### config.mk
export PLATFORM = sky130hd
export DESIGN_NAME = mem_arbiter_flat
export DESIGN_NICKNAME = d
export VERILOG_FILES = /design/src/rtl/mem_arbiter_pkg.sv /design/src/rtl/mem_arbiter_if.sv /design/src/rtl/mem_arb_pick.sv /design/src/rtl/mem_arbiter.sv /design/src/flat_wrapper.sv
export SDC_FILE = /design/constraint.sdc
export NUM_CORES = 1
export LEC_CHECK = 0
export CORE_AREA = 2 2 285 287
export DETAILED_ROUTE_END_ITERATION = 16
export DIE_AREA = 0 0 287 289
export PLACE_DENSITY = 0.36
export SYNTH_ARGS = -nofsm -noshare
export SYNTH_HDL_FRONTEND = slang
export SYNTH_SLANG_ARGS = --single-unit
export TNS_END_PERCENT = 10
### constraint.sdc
create_clock -name clk -period 1.3 [get_ports clk]
set_clock_uncertainty 0.05 [all_clocks]
set_input_delay 0.325 -clock clk [delete_from_list [all_inputs] [get_ports clk]]
set_output_delay 0.325 -clock clk [all_outputs]
set_load 0.02 [all_outputs]
### src/rtl/mem_arbiter_pkg.sv
`default_nettype none
// ============================================================================
// Module   : mem_arbiter_pkg
// Purpose  : Shared constants and types for the memory arbiter:
//            state encodings, grant encodings, default widths, and the
//            nominal memory latency.
// Ports    : none (package)
// Config   : MEM_ARB_RR_EN selects round-robin tie-breaking (see mem_arb_pick)
// Revision : 1.0  initial release
// ============================================================================
package mem_arbiter_pkg;

  localparam int WORD_SIZE       = 32;
  localparam int CACHE_LINE_SIZE = 128;
  localparam int ADDR_W_DEF      = WORD_SIZE - 2;
  localparam int LINE_W_DEF      = CACHE_LINE_SIZE;

  localparam logic [1:0] MEM_ARB_IDLE    = 2'd0;
  localparam logic [1:0] MEM_ARB_BUSY    = 2'd1;
  localparam logic [1:0] MEM_ARB_RELEASE = 2'd2;

  localparam logic MEM_ARB_GRANT_IC = 1'b0;
  localparam logic MEM_ARB_GRANT_DC = 1'b1;

  // Cycles from the granting edge to the ready pulse.
  localparam int MEM_LATENCY = 5;

  typedef enum logic [1:0] {
    ST_IDLE    = MEM_ARB_IDLE,
    ST_BUSY    = MEM_ARB_BUSY,
    ST_RELEASE = MEM_ARB_RELEASE
  } state_t;

  typedef enum logic {
    GRANT_IC = MEM_ARB_GRANT_IC,
    GRANT_DC = MEM_ARB_GRANT_DC
  } grant_t;

endpackage
`default_nettype wire

### src/rtl/mem_arbiter_if.sv
`default_nettype none
// ============================================================================
// Module   : mem_arbiter_if
// Purpose  : Bundles the icache, dcache and memory-side signals of the arbiter.
// Modports : slave  - arbiter view (requests/memory returns in, grants out)
//            master - environment view (caches + memory)
// Signals  : ic_req/ic_addr/ic_ready/ic_line            icache port
//            dc_req/dc_we/dc_addr/dc_wline/dc_ready/dc_line  dcache port
//            mem_addr/mem_wline/mem_read/mem_write/mem_ready/mem_line  memory
// Revision : 1.0  initial release
// ============================================================================
interface mem_arbiter_if
  import mem_arbiter_pkg::*;
#(
  parameter int ADDR_W = ADDR_W_DEF,
  parameter int LINE_W = LINE_W_DEF
);

  logic              ic_req;
  logic [ADDR_W-1:0] ic_addr;
  logic              ic_ready;
  logic [LINE_W-1:0] ic_line;

  logic              dc_req;
  logic              dc_we;
  logic [ADDR_W-1:0] dc_addr;
  logic [LINE_W-1:0] dc_wline;
  logic              dc_ready;
  logic [LINE_W-1:0] dc_line;

  logic [ADDR_W-1:0] mem_addr;
  logic [LINE_W-1:0] mem_wline;
  logic              mem_read;
  logic              mem_write;
  logic              mem_ready;
  logic [LINE_W-1:0] mem_line;

  modport slave (
    input  ic_req, ic_addr, dc_req, dc_we, dc_addr, dc_wline, mem_ready, mem_line,
    output ic_ready, ic_line, dc_ready, dc_line, mem_addr, mem_wline, mem_read, mem_write
  );

  modport master (
    output ic_req, ic_addr, dc_req, dc_we, dc_addr, dc_wline, mem_ready, mem_line,
    input  ic_ready, ic_line, dc_ready, dc_line, mem_addr, mem_wline, mem_read, mem_write
  );

endinterface
`default_nettype wire

### src/rtl/mem_arb_pick.sv
`default_nettype none
// ============================================================================
// Module   : mem_arb_pick
// Purpose  : Combinational winner selection between icache and dcache.
// Ports    : ic_req, dc_req   in   pending requests
//            last_grant       in   requester served last (MEM_ARB_RR_EN only)
//            any_req          out  at least one request pending
//            winner           out  selected requester
// Config   : MEM_ARB_RR_EN defined   -> ties go to the requester not served last
//            MEM_ARB_RR_EN undefined -> fixed dcache-over-icache priority
// Revision : 1.0  initial release
// ============================================================================
module mem_arb_pick
  import mem_arbiter_pkg::*;
(
  input  logic   ic_req,
  input  logic   dc_req,
`ifdef MEM_ARB_RR_EN
  input  grant_t last_grant,
`endif
  output logic   any_req,
  output grant_t winner
);

  always_comb begin
    any_req = ic_req | dc_req;
    winner  = GRANT_DC;
`ifdef MEM_ARB_RR_EN
    if (ic_req && dc_req) begin
      winner = (last_grant == GRANT_DC) ? GRANT_IC : GRANT_DC;
    end else if (ic_req) begin
      winner = GRANT_IC;
    end
`else
    if (ic_req && !dc_req) begin
      winner = GRANT_IC;
    end
`endif
  end

endmodule
`default_nettype wire

### src/rtl/mem_arbiter.sv
`default_nettype none
// ============================================================================
// Module   : mem_arbiter
// Purpose  : Shares one single-ported line memory between the icache
//            (read-only) and the dcache (read/write). Latches the winner's
//            request, drives memory Read/Write until Ready, returns the line
//            with a one-cycle ready pulse, then idles the memory for one
//            RELEASE cycle so its delay chain clears.
// Ports    : clk   in   clock, all state on posedge
//            rst   in   synchronous active-high reset
//            bus   slave modport of mem_arbiter_if (cache + memory signals)
// Config   : MEM_ARB_RR_EN enables round-robin tie-breaking with a last-grant
//            register; otherwise dcache has fixed priority.
// Revision : 1.0  initial release
// ============================================================================
module mem_arbiter
  import mem_arbiter_pkg::*;
#(
  parameter int ADDR_W = ADDR_W_DEF,
  parameter int LINE_W = LINE_W_DEF
)(
  input  logic           clk,
  input  logic           rst,
  mem_arbiter_if.slave   bus
);

  state_t            state, state_nxt;
  grant_t            grant, grant_nxt;
  logic [ADDR_W-1:0] addr_q, addr_nxt;
  logic [LINE_W-1:0] wline_q, wline_nxt;
  logic              read_q, read_nxt;
  logic              write_q, write_nxt;

  logic              any_req;
  grant_t            winner;
  logic              load;

`ifdef MEM_ARB_RR_EN
  grant_t            last_grant;

  // Reset to dcache so the first tie after reset goes to the icache.
  always_ff @(posedge clk) begin
    if (rst) begin
      last_grant <= GRANT_DC;
    end else if (load) begin
      last_grant <= winner;
    end
  end
`endif

  mem_arb_pick u_pick (
    .ic_req     (bus.ic_req),
    .dc_req     (bus.dc_req),
`ifdef MEM_ARB_RR_EN
    .last_grant (last_grant),
`endif
    .any_req    (any_req),
    .winner     (winner)
  );

  // A new grant may start from IDLE or directly at the RELEASE exit edge.
  assign load = ((state == ST_IDLE) || (state == ST_RELEASE)) && any_req;

  always_ff @(posedge clk) begin
    if (rst) begin
      state   <= ST_IDLE;
      grant   <= GRANT_IC;
      addr_q  <= '0;
      wline_q <= '0;
      read_q  <= 1'b0;
      write_q <= 1'b0;
    end else begin
      state   <= state_nxt;
      grant   <= grant_nxt;
      addr_q  <= addr_nxt;
      wline_q <= wline_nxt;
      read_q  <= read_nxt;
      write_q <= write_nxt;
    end
  end

  always_comb begin
    state_nxt = state;
    grant_nxt = grant;
    addr_nxt  = addr_q;
    wline_nxt = wline_q;
    read_nxt  = read_q;
    write_nxt = write_q;

    case (state)
      ST_IDLE, ST_RELEASE: begin
        state_nxt = ST_IDLE;
        read_nxt  = 1'b0;
        write_nxt = 1'b0;
        if (load) begin
          state_nxt = ST_BUSY;
          grant_nxt = winner;
          if (winner == GRANT_DC) begin
            addr_nxt  = bus.dc_addr;
            wline_nxt = bus.dc_wline;
            read_nxt  = ~bus.dc_we;
            write_nxt = bus.dc_we;
          end else begin
            addr_nxt  = bus.ic_addr;
            read_nxt  = 1'b1;
          end
        end
      end
      ST_BUSY: begin
        if (bus.mem_ready) begin
          state_nxt = ST_RELEASE;
          read_nxt  = 1'b0;
          write_nxt = 1'b0;
        end
      end
      default: begin
        state_nxt = ST_IDLE;
        read_nxt  = 1'b0;
        write_nxt = 1'b0;
      end
    endcase
  end

  assign bus.mem_addr  = addr_q;
  assign bus.mem_wline = wline_q;
  assign bus.mem_read  = read_q;
  assign bus.mem_write = write_q;

  // Ready is only honoured in BUSY; a stale Ready in RELEASE/IDLE is ignored.
  assign bus.ic_ready  = (state == ST_BUSY) && (grant == GRANT_IC) && bus.mem_ready;
  assign bus.dc_ready  = (state == ST_BUSY) && (grant == GRANT_DC) && bus.mem_ready;
  assign bus.ic_line   = bus.mem_line;
  assign bus.dc_line   = bus.mem_line;

endmodule
`default_nettype wire
### src/flat_wrapper.sv
// flat-port wrapper written by rule: the top's interface ports become plain ports
module mem_arbiter_flat import mem_arbiter_pkg::*;
#(
  parameter int ADDR_W = ADDR_W_DEF,
  parameter int LINE_W = LINE_W_DEF
)
  (clk, rst, bus_ic_req, bus_ic_addr, bus_dc_req, bus_dc_we, bus_dc_addr, bus_dc_wline, bus_mem_ready, bus_mem_line, bus_ic_ready, bus_ic_line, bus_dc_ready, bus_dc_line, bus_mem_addr, bus_mem_wline, bus_mem_read, bus_mem_write);
  mem_arbiter_if #(.ADDR_W(ADDR_W), .LINE_W(LINE_W)) bus_i ();
  input  logic clk;
  input  logic rst;
  input wire logic [$bits(bus_i.ic_req)-1:0] bus_ic_req;
  input wire logic [$bits(bus_i.ic_addr)-1:0] bus_ic_addr;
  input wire logic [$bits(bus_i.dc_req)-1:0] bus_dc_req;
  input wire logic [$bits(bus_i.dc_we)-1:0] bus_dc_we;
  input wire logic [$bits(bus_i.dc_addr)-1:0] bus_dc_addr;
  input wire logic [$bits(bus_i.dc_wline)-1:0] bus_dc_wline;
  input wire logic [$bits(bus_i.mem_ready)-1:0] bus_mem_ready;
  input wire logic [$bits(bus_i.mem_line)-1:0] bus_mem_line;
  output wire logic [$bits(bus_i.ic_ready)-1:0] bus_ic_ready;
  output wire logic [$bits(bus_i.ic_line)-1:0] bus_ic_line;
  output wire logic [$bits(bus_i.dc_ready)-1:0] bus_dc_ready;
  output wire logic [$bits(bus_i.dc_line)-1:0] bus_dc_line;
  output wire logic [$bits(bus_i.mem_addr)-1:0] bus_mem_addr;
  output wire logic [$bits(bus_i.mem_wline)-1:0] bus_mem_wline;
  output wire logic [$bits(bus_i.mem_read)-1:0] bus_mem_read;
  output wire logic [$bits(bus_i.mem_write)-1:0] bus_mem_write;
  assign bus_i.ic_req = bus_ic_req;
  assign bus_i.ic_addr = bus_ic_addr;
  assign bus_i.dc_req = bus_dc_req;
  assign bus_i.dc_we = bus_dc_we;
  assign bus_i.dc_addr = bus_dc_addr;
  assign bus_i.dc_wline = bus_dc_wline;
  assign bus_i.mem_ready = bus_mem_ready;
  assign bus_i.mem_line = bus_mem_line;
  assign bus_ic_ready = bus_i.ic_ready;
  assign bus_ic_line = bus_i.ic_line;
  assign bus_dc_ready = bus_i.dc_ready;
  assign bus_dc_line = bus_i.dc_line;
  assign bus_mem_addr = bus_i.mem_addr;
  assign bus_mem_wline = bus_i.mem_wline;
  assign bus_mem_read = bus_i.mem_read;
  assign bus_mem_write = bus_i.mem_write;
  mem_arbiter #(.ADDR_W(ADDR_W), .LINE_W(LINE_W)) u_core (.clk(clk), .rst(rst), .bus(bus_i));
endmodule
### Word level (Yosys, flattened, before mapping)

Cells that the tools add are included.

* register bits after elaboration: 163
* bits in latches: 0
* bits in writable memories: 0
* memory bits (read-only): 0
* input port bits: 322
* output and inout port bits: 418
* word-level logic and storage cells: 37
* memories kept: 0

* $add $sub $neg: 0
* multiply operators: 0
* div/mod/pow operators: 0
* order comparisons: 0
* equality and inequality tests: 3
* shifts and indexed selects: 0
* mux-type cells: 12
* bitwise operators: 4
* reductions and logical operators: 12

Operators with widths (count)
* $mux W30: 1
* $mux W1: 7
* $logic_and A1 B1 Y1: 6
* $pmux W1 S2: 2
* $pmux W2 S2: 1
* $not A1 Y1: 3
* $reduce_and A3 Y1: 1
* $eq A2 B1 Y1 const B: 1
* $eq A2 B2 Y1 const B: 1
* $logic_not A2 Y1: 1
* $mux W2: 1
* $ne A2 B2 Y1 const B: 1
* $reduce_and A2 Y1: 1
* $reduce_or A2 Y1: 1
* $logic_not A1 Y1: 1
* $logic_or A1 B1 Y1: 1
* $or A1 B1 Y1: 1

### Depth between registers and ports, before layout

Gate-level depths: netlist of the first run.

* depth after elaboration: 5
* mapped depth: 5
* mapped depth without buffers: 3

### Hierarchy

From an unflattened synthesis of the first run, not the netlist that was laid out.

* cells, all modules: 970
* area, all modules: 7906.3 sq um

Modules (own cells, without submodules)
* mem_arbiter: instances 1, cells an instance 968, area an instance 7893.8 sq um, sequential area each 3263.1 sq um
* mem_arb_pick: instances 1, cells an instance 2, area an instance 12.5 sq um, sequential area each 0.0 sq um

### Least setup slack after synthesis of the first run

Ideal clock, no wire load.

* kind: register to register
* from: register u_core.state[0]
* to: register u_core.addr_q[10] (netlist: u_core.bus.mem_addr[10])
* setup time: 0.089 ns
* data arrival time: 1.038 ns
* data required time: 1.161 ns
* setup slack: 0.123 ns
* stages on the path, launching flop included: 6
* path buffers: 2
* period minus slack after synthesis: 1.177 ns
* path through: dfxtp_1 > o21ba_1 > buf_4 > buf_6 > nor2_1 > a311oi_2

* word-level cells in the longest chain between the ends: 4
* elaborated cells on any way between the ends: 6
* those cells by class: 1 x eq/ne; 5 x reduce/logical

Ends and longest elaborated chain
* from (decl): line mem_arbiter.sv:27 `state_t state, state_nxt;`
* from (signal assigned): line mem_arbiter.sv:73 `state <= state_nxt;`
* $eq A2 B2 Y1 / $logic_not A2 Y1 (equally long branches): line mem_arbiter.sv:62, mem_arbiter.sv:90
* $logic_or A1 B1 Y1: line mem_arbiter.sv:62 `assign load = ((state == ST_IDLE) || (state == ST_RELEASE)) && any_req;`
* $logic_and A1 B1 Y1: line mem_arbiter.sv:62
* $reduce_and A2 Y1 (no source line) (*)
* to (signal assigned): line mem_arbiter.sv:75 `addr_q <= addr_nxt;`
* to (decl): line mem_arbiter.sv:29 `logic [ADDR_W-1:0] addr_q, addr_nxt;`

Mark *: on every way between the ends. The rest lies on a longest branch, timed or not.
A chain may end at the register's enable or synchronous reset.

### Worst setup path in the final report of the first run

* from: register u_core.state[1]
* to: output bus_dc_ready

* word-level cells in the longest chain between the ends: 3

Ends and longest elaborated chain
* $eq A2 B1 Y1: line mem_arbiter.sv:131 `assign bus.dc_ready = (state == ST_BUSY) && (grant == GRANT_DC) && bus.mem_ready;`
* $logic_and A1 B1 Y1 (2 in a row): line mem_arbiter.sv:131
* to (decl): line flat_wrapper.sv:21 `output wire logic [$bits(bus_i.dc_ready)-1:0] bus_dc_ready;`

No other way between the ends.

==> metrics.cfg, run 1 <==
[synth]
ys_top_cells_by_area=dfxtp_1, buf_4, nand2_1
syn_nets=1324
synthCells=1002
yosys_register_bits=163
synth_warnings=0
synth_edf_count=0
synth_ff_type=dfxtp_1
synth_area_leader_cell=dfxtp_1
synth_area_per_cell_um2=7.99
async_flop_share=0
synth.most_common_cell=nand2_1
synth.distinct_cells=20
syn_area_um2=8010
netlist.area_leader.share=0.407
synth_seq_area_share=0.407
synthTopCellsByCount=nand2_1, buf_4, dfxtp_1, a21oi_1, nor2_1

[power]
internal_power_mw=9.94
pwr-share-comb=0.242
seqPwrFrac=0.393
p_sw_mw=4.46
clkPwrFrac=0.365
p_leak_nw=4.81
swShare=0.310
ir_drop_mv=0.779
powerDensity_nw_per_um2=1110

[timing]
rsz0062_at_grt=true
hold_violations=0
fmax_mhz=580
slew_headroom=0.766
final_max_slew_viol_count=0
setup_violations=227
setup_ws_ns=-0.423
whs_ns=0.273
fin_tns_setup_ns=-25.20
min_period_over_period=1.33
worstMarginPinSlew_ns=0.351
fin_crit_ns=1.72

[layout]
final_core_util=0.162
post-route-cell-area_um2=13000
nets=1442
drive_gt1_frac=0.480
syn_to_final_growth_pct=61.8

[placed_design]
dpl.hpwl_mm=22.0
gp_congestion=0.710
dpl_worst_slack_ns=-0.865
placed_cell_area_um2=11100
io_buffer_count=355

[clock_tree]
tritoncts=yes
cts_buffers=17
cts-root-buf=clkbuf_16
htreeDepth=4
clkLatencyLatePin_ns=0.47
cts_sinks=163
clkTransAtPathRegs_ns=0.08
cts_buffer_depth=2

[routing]
via_count=6789
post-route-drc-count=0
dr.pass1.iters=4
viasPerCell=3.09
wirelength_mm=32.0
drtIter0Drc=104
ant_nets=0
wl_per_cell_um=14.6

[critical_path]
crit_buf_inv=2
crit_type=reg -> out
ff2ff_path_depth=7
worstPathMaxFanout=2
setup.worst_path.start=u_core.state[1]$_SDFFE_PP0P_
rr_startpoint=u_core.state[0]$_SDFFE_PP0P_
cp-start-kind=flip-flop
required_ns=0.93
crit_end=bus_dc_ready
path_cells=nand3b_1 -> buf_6 -> nor2_4 -> buf_6
critPathArrivalTime_ns=1.35
crit_slowest_cell=dfxtp_1
crit_cells=4
rrSetupSlack_ns=-0.27
critPathMaxStageDelay_ns=0.31
crit_family=flip-flops
crit_top_cell=buf_6
end_kind=output port
rr_endpoint=u_core.bus.mem_wline[66]$_SDFFE_PP0P_

[floorplanning]
dieWidth_um=287
die-area_um2=82900
pin_count=740
coreArea_um2=79900
initial_core_util=0.100
rows=104
die_h_um=289

[grt]
grt_pass1_vias=6722
antenna_found_initial=2
overflow=0
grt_max_degree=56
grt_pass1_wl_mm=42.1
grtUsageTotal=0.0690

[min_path]
hp-class=in -> reg

[status]
outcome=finished, violations left
violations=setup timing

[job]
max-cap-violations=0

## worst min-delay path: stages
cell and delay, ns:
dlymetal6s2s_1 0.20, nand2_1 0.09, a22oi_1 0.06, nor2_1 0.08
## how the worst min path moves through the flow
stage	from	to	slack [ns]	cells after the start
final	bus_dc_req	u_core.bus.mem_read$_SDFFE_PP0P_	0.27	4
after detailed placement	u_core.bus.mem_wline[57]$_SDFFE_PP0P_	u_core.bus.mem_wline[57]$_SDFFE_PP0P_	0.39	2
after floorplan	bus_dc_wline[100]	u_core.bus.mem_wline[100]$_SDFFE_PP0P_	0.41	2
after CTS	bus_dc_wline[23]	u_core.bus.mem_wline[23]$_SDFFE_PP0P_	0.26	3
after global placement	u_core.bus.mem_wline[47]$_SDFFE_PP0P_	u_core.bus.mem_wline[47]$_SDFFE_PP0P_	0.39	2
after global routing	bus_dc_req	u_core.bus.mem_read$_SDFFE_PP0P_	0.25	4
## kinds of logic (layout without fill, tap and decap cells)
| family | after synthesis | after routing | share of synthesized area |
|---|---|---|---|
| other | 0 | 1 | 0 |
| DFF | 163 | 163 | 0.407 |
| AOI/OAI and AO/OA | 162 | 162 | 0.138 |
| and+or+nand+nor | 361 | 361 | 0.172 |
| buffers and inverters | 316 | 447 | 0.282 |
## repair_timing
| action | 4_1_cts | 5_1_grt |
|---|---|---|
| gates cloned | 0 | 13 |
| setup buffers | 3 | 5 |
| hold buffers | 1 | 0 |
| setup endpoints to repair | 322 | 322 |
| pin swaps | 0 | 35 |
| resized for setup | 1044 | 186 |
| hold endpoints to repair | 3 | 0 |
## area by class of cell
class,instances,area [um2]
sequential,163,3470
antenna,1,2.50
tap,1060,1330
timing repair buffer,414,4680
clock buffer,17,425
multi-input combinational,523,2900
inverter,1,3.75
clock inverter,15,149
fill,9101,66900
## metal layers
layer | share of wire | up-vias | wire length, um | track usage
li1 | - | 3198 | - | -
met1 | 0.38 | 3097 | 12000 | 0.0681
met4 | 0.054 | 4 | 1730 | 0.0496
met3 | 0.11 | 106 | 3640 | 0.0440
met5 | 0.0019 | - | 62 | 0.00398
met2 | 0.45 | 384 | 14500 | 0.105
## power groups by stage
stage | Clock [mW] | Sequential [mW] | Combinational, mW
after floorplan | 0 | 6.04 | 2.05
after global placement | 0 | 5.63 | 3.01
after detailed placement | 0 | 5.64 | 3.02
after CTS | 5.70 | 5.64 | 3.10
after global routing | 5.86 | 5.70 | 3.73
final | 5.25 | 5.66 | 3.48
## placed cells by master, fill, tap and decap left out, types with 3 or more instances in the layout
master / netlist / routed
clkinv_4: 0 / 3
buf_4: 271 / 18
clkbuf_16: 0 / 27
buf_6: 4 / 173
a21oi_1: 128 / 69
buf_16: 0 / 3
nand2_2: 0 / 20
clkdlybuf4s50_1: 0 / 191
inv_6: 0 / 5
buf_12: 0 / 15
nand2_1: 317 / 282
nor2_2: 0 / 3
dfxtp_2: 0 / 159
a21oi_2: 0 / 59
a311oi_2: 28 / 28
nor2_1: 37 / 33
clkinvlp_4: 0 / 3
nand2_4: 0 / 15
## flip-flops by register name (all words and copies together), names as in the netlist
signal,count
u_core.bus.mem_addr,30
u_core.bus.mem_read,1
u_core.bus.mem_write,1
u_core.bus.mem_wline,128
u_core.state,2
u_core.grant,1
## metrics by stage
step / cells / power (mW)
floorplan: 1002 / 8.08
global placement: 2139 / 8.64
detailed placement: 2139 / 8.65
CTS: 2175 / 14.4
global route: 2193 / 15.3
finish: 2194 / 14.4
(Power assumes the default switching activity.)
==> run 2: changes to the inputs <==
- PLACE_DENSITY: 0.36 -> unset
- PLACE_DENSITY_LB_ADDON: unset -> 0.05
==> metrics.cfg, run 2 (synthesized netlist as in run 1, its figures left out) <==
[status]
outcome=finished, violations left
violations=setup timing

[clock_tree]
htreeDepth=4
cts-root-buf=clkbuf_16
tritoncts=yes
cts_sinks=163
cts_buffers=17
clkTransAtPathRegs_ns=0.07
cts_buffer_depth=2
clkLatencyLatePin_ns=0.47

[critical_path]
cp-start-kind=flip-flop
crit_slowest_cell=dfxtp_2
worstPathMaxFanout=3
end_kind=output port
crit_type=reg -> out
critPathArrivalTime_ns=1.34
critPathMaxStageDelay_ns=0.32
path_cells=nand3b_1 -> nor2_1 -> buf_4
required_ns=0.93

[layout]
n_antenna_cell=0
final_cell_mix=nand2_1, clkdlybuf4s50_1, buf_6
syn_to_final_growth_pct=66.3
largest_reg_flops=128
layout_commonest_cell=nand2_1
nets=1468
drive_gt1_frac=0.487

[grt]
grt_max_degree=47
grt_pass1_vias=6972
antenna_found_initial=5
grt_pass1_wl_mm=50.5
overflow=0
grtUsageTotal=0.0853

[floorplanning]
die-area_um2=82900
pin_count=740
die_h_um=289
coreArea_um2=79900
initial_core_util=0.100
rows=104
dieWidth_um=287

[routing]
wirelength_mm=38.0
post-route-drc-count=0
ant_nets=0
viasPerCell=3.07
wl_per_cell_um=17.1
drtIter0Drc=150
dr.pass1.iters=4
via_count=6803

[timing]
whs_ns=0.137
hold_violations=0
setup_ws_ns=-0.420
worstMarginPinSlew_ns=0.288
rsz0062_at_grt=true
fmax_mhz=582
slew_headroom=0.808
fin_crit_ns=1.72
setup_violations=307
min_period_over_period=1.32
fin_tns_setup_ns=-24.89
final_max_slew_viol_count=0

[placed_design]
io_buffer_count=355
dpl.hpwl_mm=27.1
dpl_worst_slack_ns=-0.886
gp_congestion=0.657

[power]
powerDensity_nw_per_um2=1120
power_mw=14.9
p_leak_nw=5.05
ir_drop_mv=0.955

[min_path]
hp-class=in -> reg

[job]
max-cap-violations=0

==> run 2: worst max-delay path: cells and delay by family (launching register included) <==
kind	cells	cell delay [ns]
AND/OR/NAND/NOR	2	0.39
flip-flops	1	0.32
buffers and inverters	1	0.15
==> run 2: routing by layer <==
metal,vias up,GRT usage,part of all wire
met4,8,0.0357,0.023
met2,338,0.131,0.46
met1,3137,0.0953,0.40
li1,3249,-,-
met5,-,0,0.0011
met3,71,0.0513,0.11
==> run 2: cell type report <==
| class | instances | area [um2] |
|---|---|---|
| Fill cell | 9051 | 66600 |
| Sequential cell | 163 | 3470 |
| Multi-Input combinational cell | 523 | 2940 |
| Clock buffer | 18 | 439 |
| Tap cell | 1060 | 1330 |
| Timing Repair Buffer | 440 | 4990 |
| Clock inverter | 14 | 144 |
| Inverter | 1 | 3.75 |
==> run 2: repair_timing <==
item	in CTS	in global routing
cloned	0	11
hold buffers	0	0
endpoints found under the setup margin	323	324
gates resized for setup	913	161
setup buffers	3	7
pin swaps	5	60
==> run 2: path summary, 6_finish.rpt <==
path | start | endpoint | slack (ns) | cells after the start
min reg2reg | u_core.bus.mem_wline[46]$_SDFFE_PP0P_ | u_core.bus.mem_wline[46]$_SDFFE_PP0P_ | 0.41 | 2
min | rst | u_core.bus.mem_wline[0]$_SDFFE_PP0P_ | 0.14 | 3
max reg2reg | u_core.state[0]$_SDFFE_PP0P_ | u_core.bus.mem_wline[109]$_SDFFE_PP0P_ | -0.27 | 7
max | u_core.state[1]$_SDFFE_PP0P_ | bus_ic_ready | -0.42 | 3
==> run 2: power breakdown <==
group          switching (mW)  leakage [nW]  internal (mW)  total (mW)
clock                    2.74         0.279           2.75        5.49
combinational            1.73          3.37           1.98        3.71
sequential              0.246          1.40           5.41        5.66
total                    4.72          5.05           10.1        14.9
==> run 2: through the flow <==
step,util,instance area [um2],cells
2_1_floorplan,-,8010,1002
3_3_place_gp,0.142,11400,2166
3_5_place_dp,0.142,11400,2166
4_1_cts,0.155,12400,2201
5_1_grt,0.167,13300,2219
6_report,0.167,13300,2219
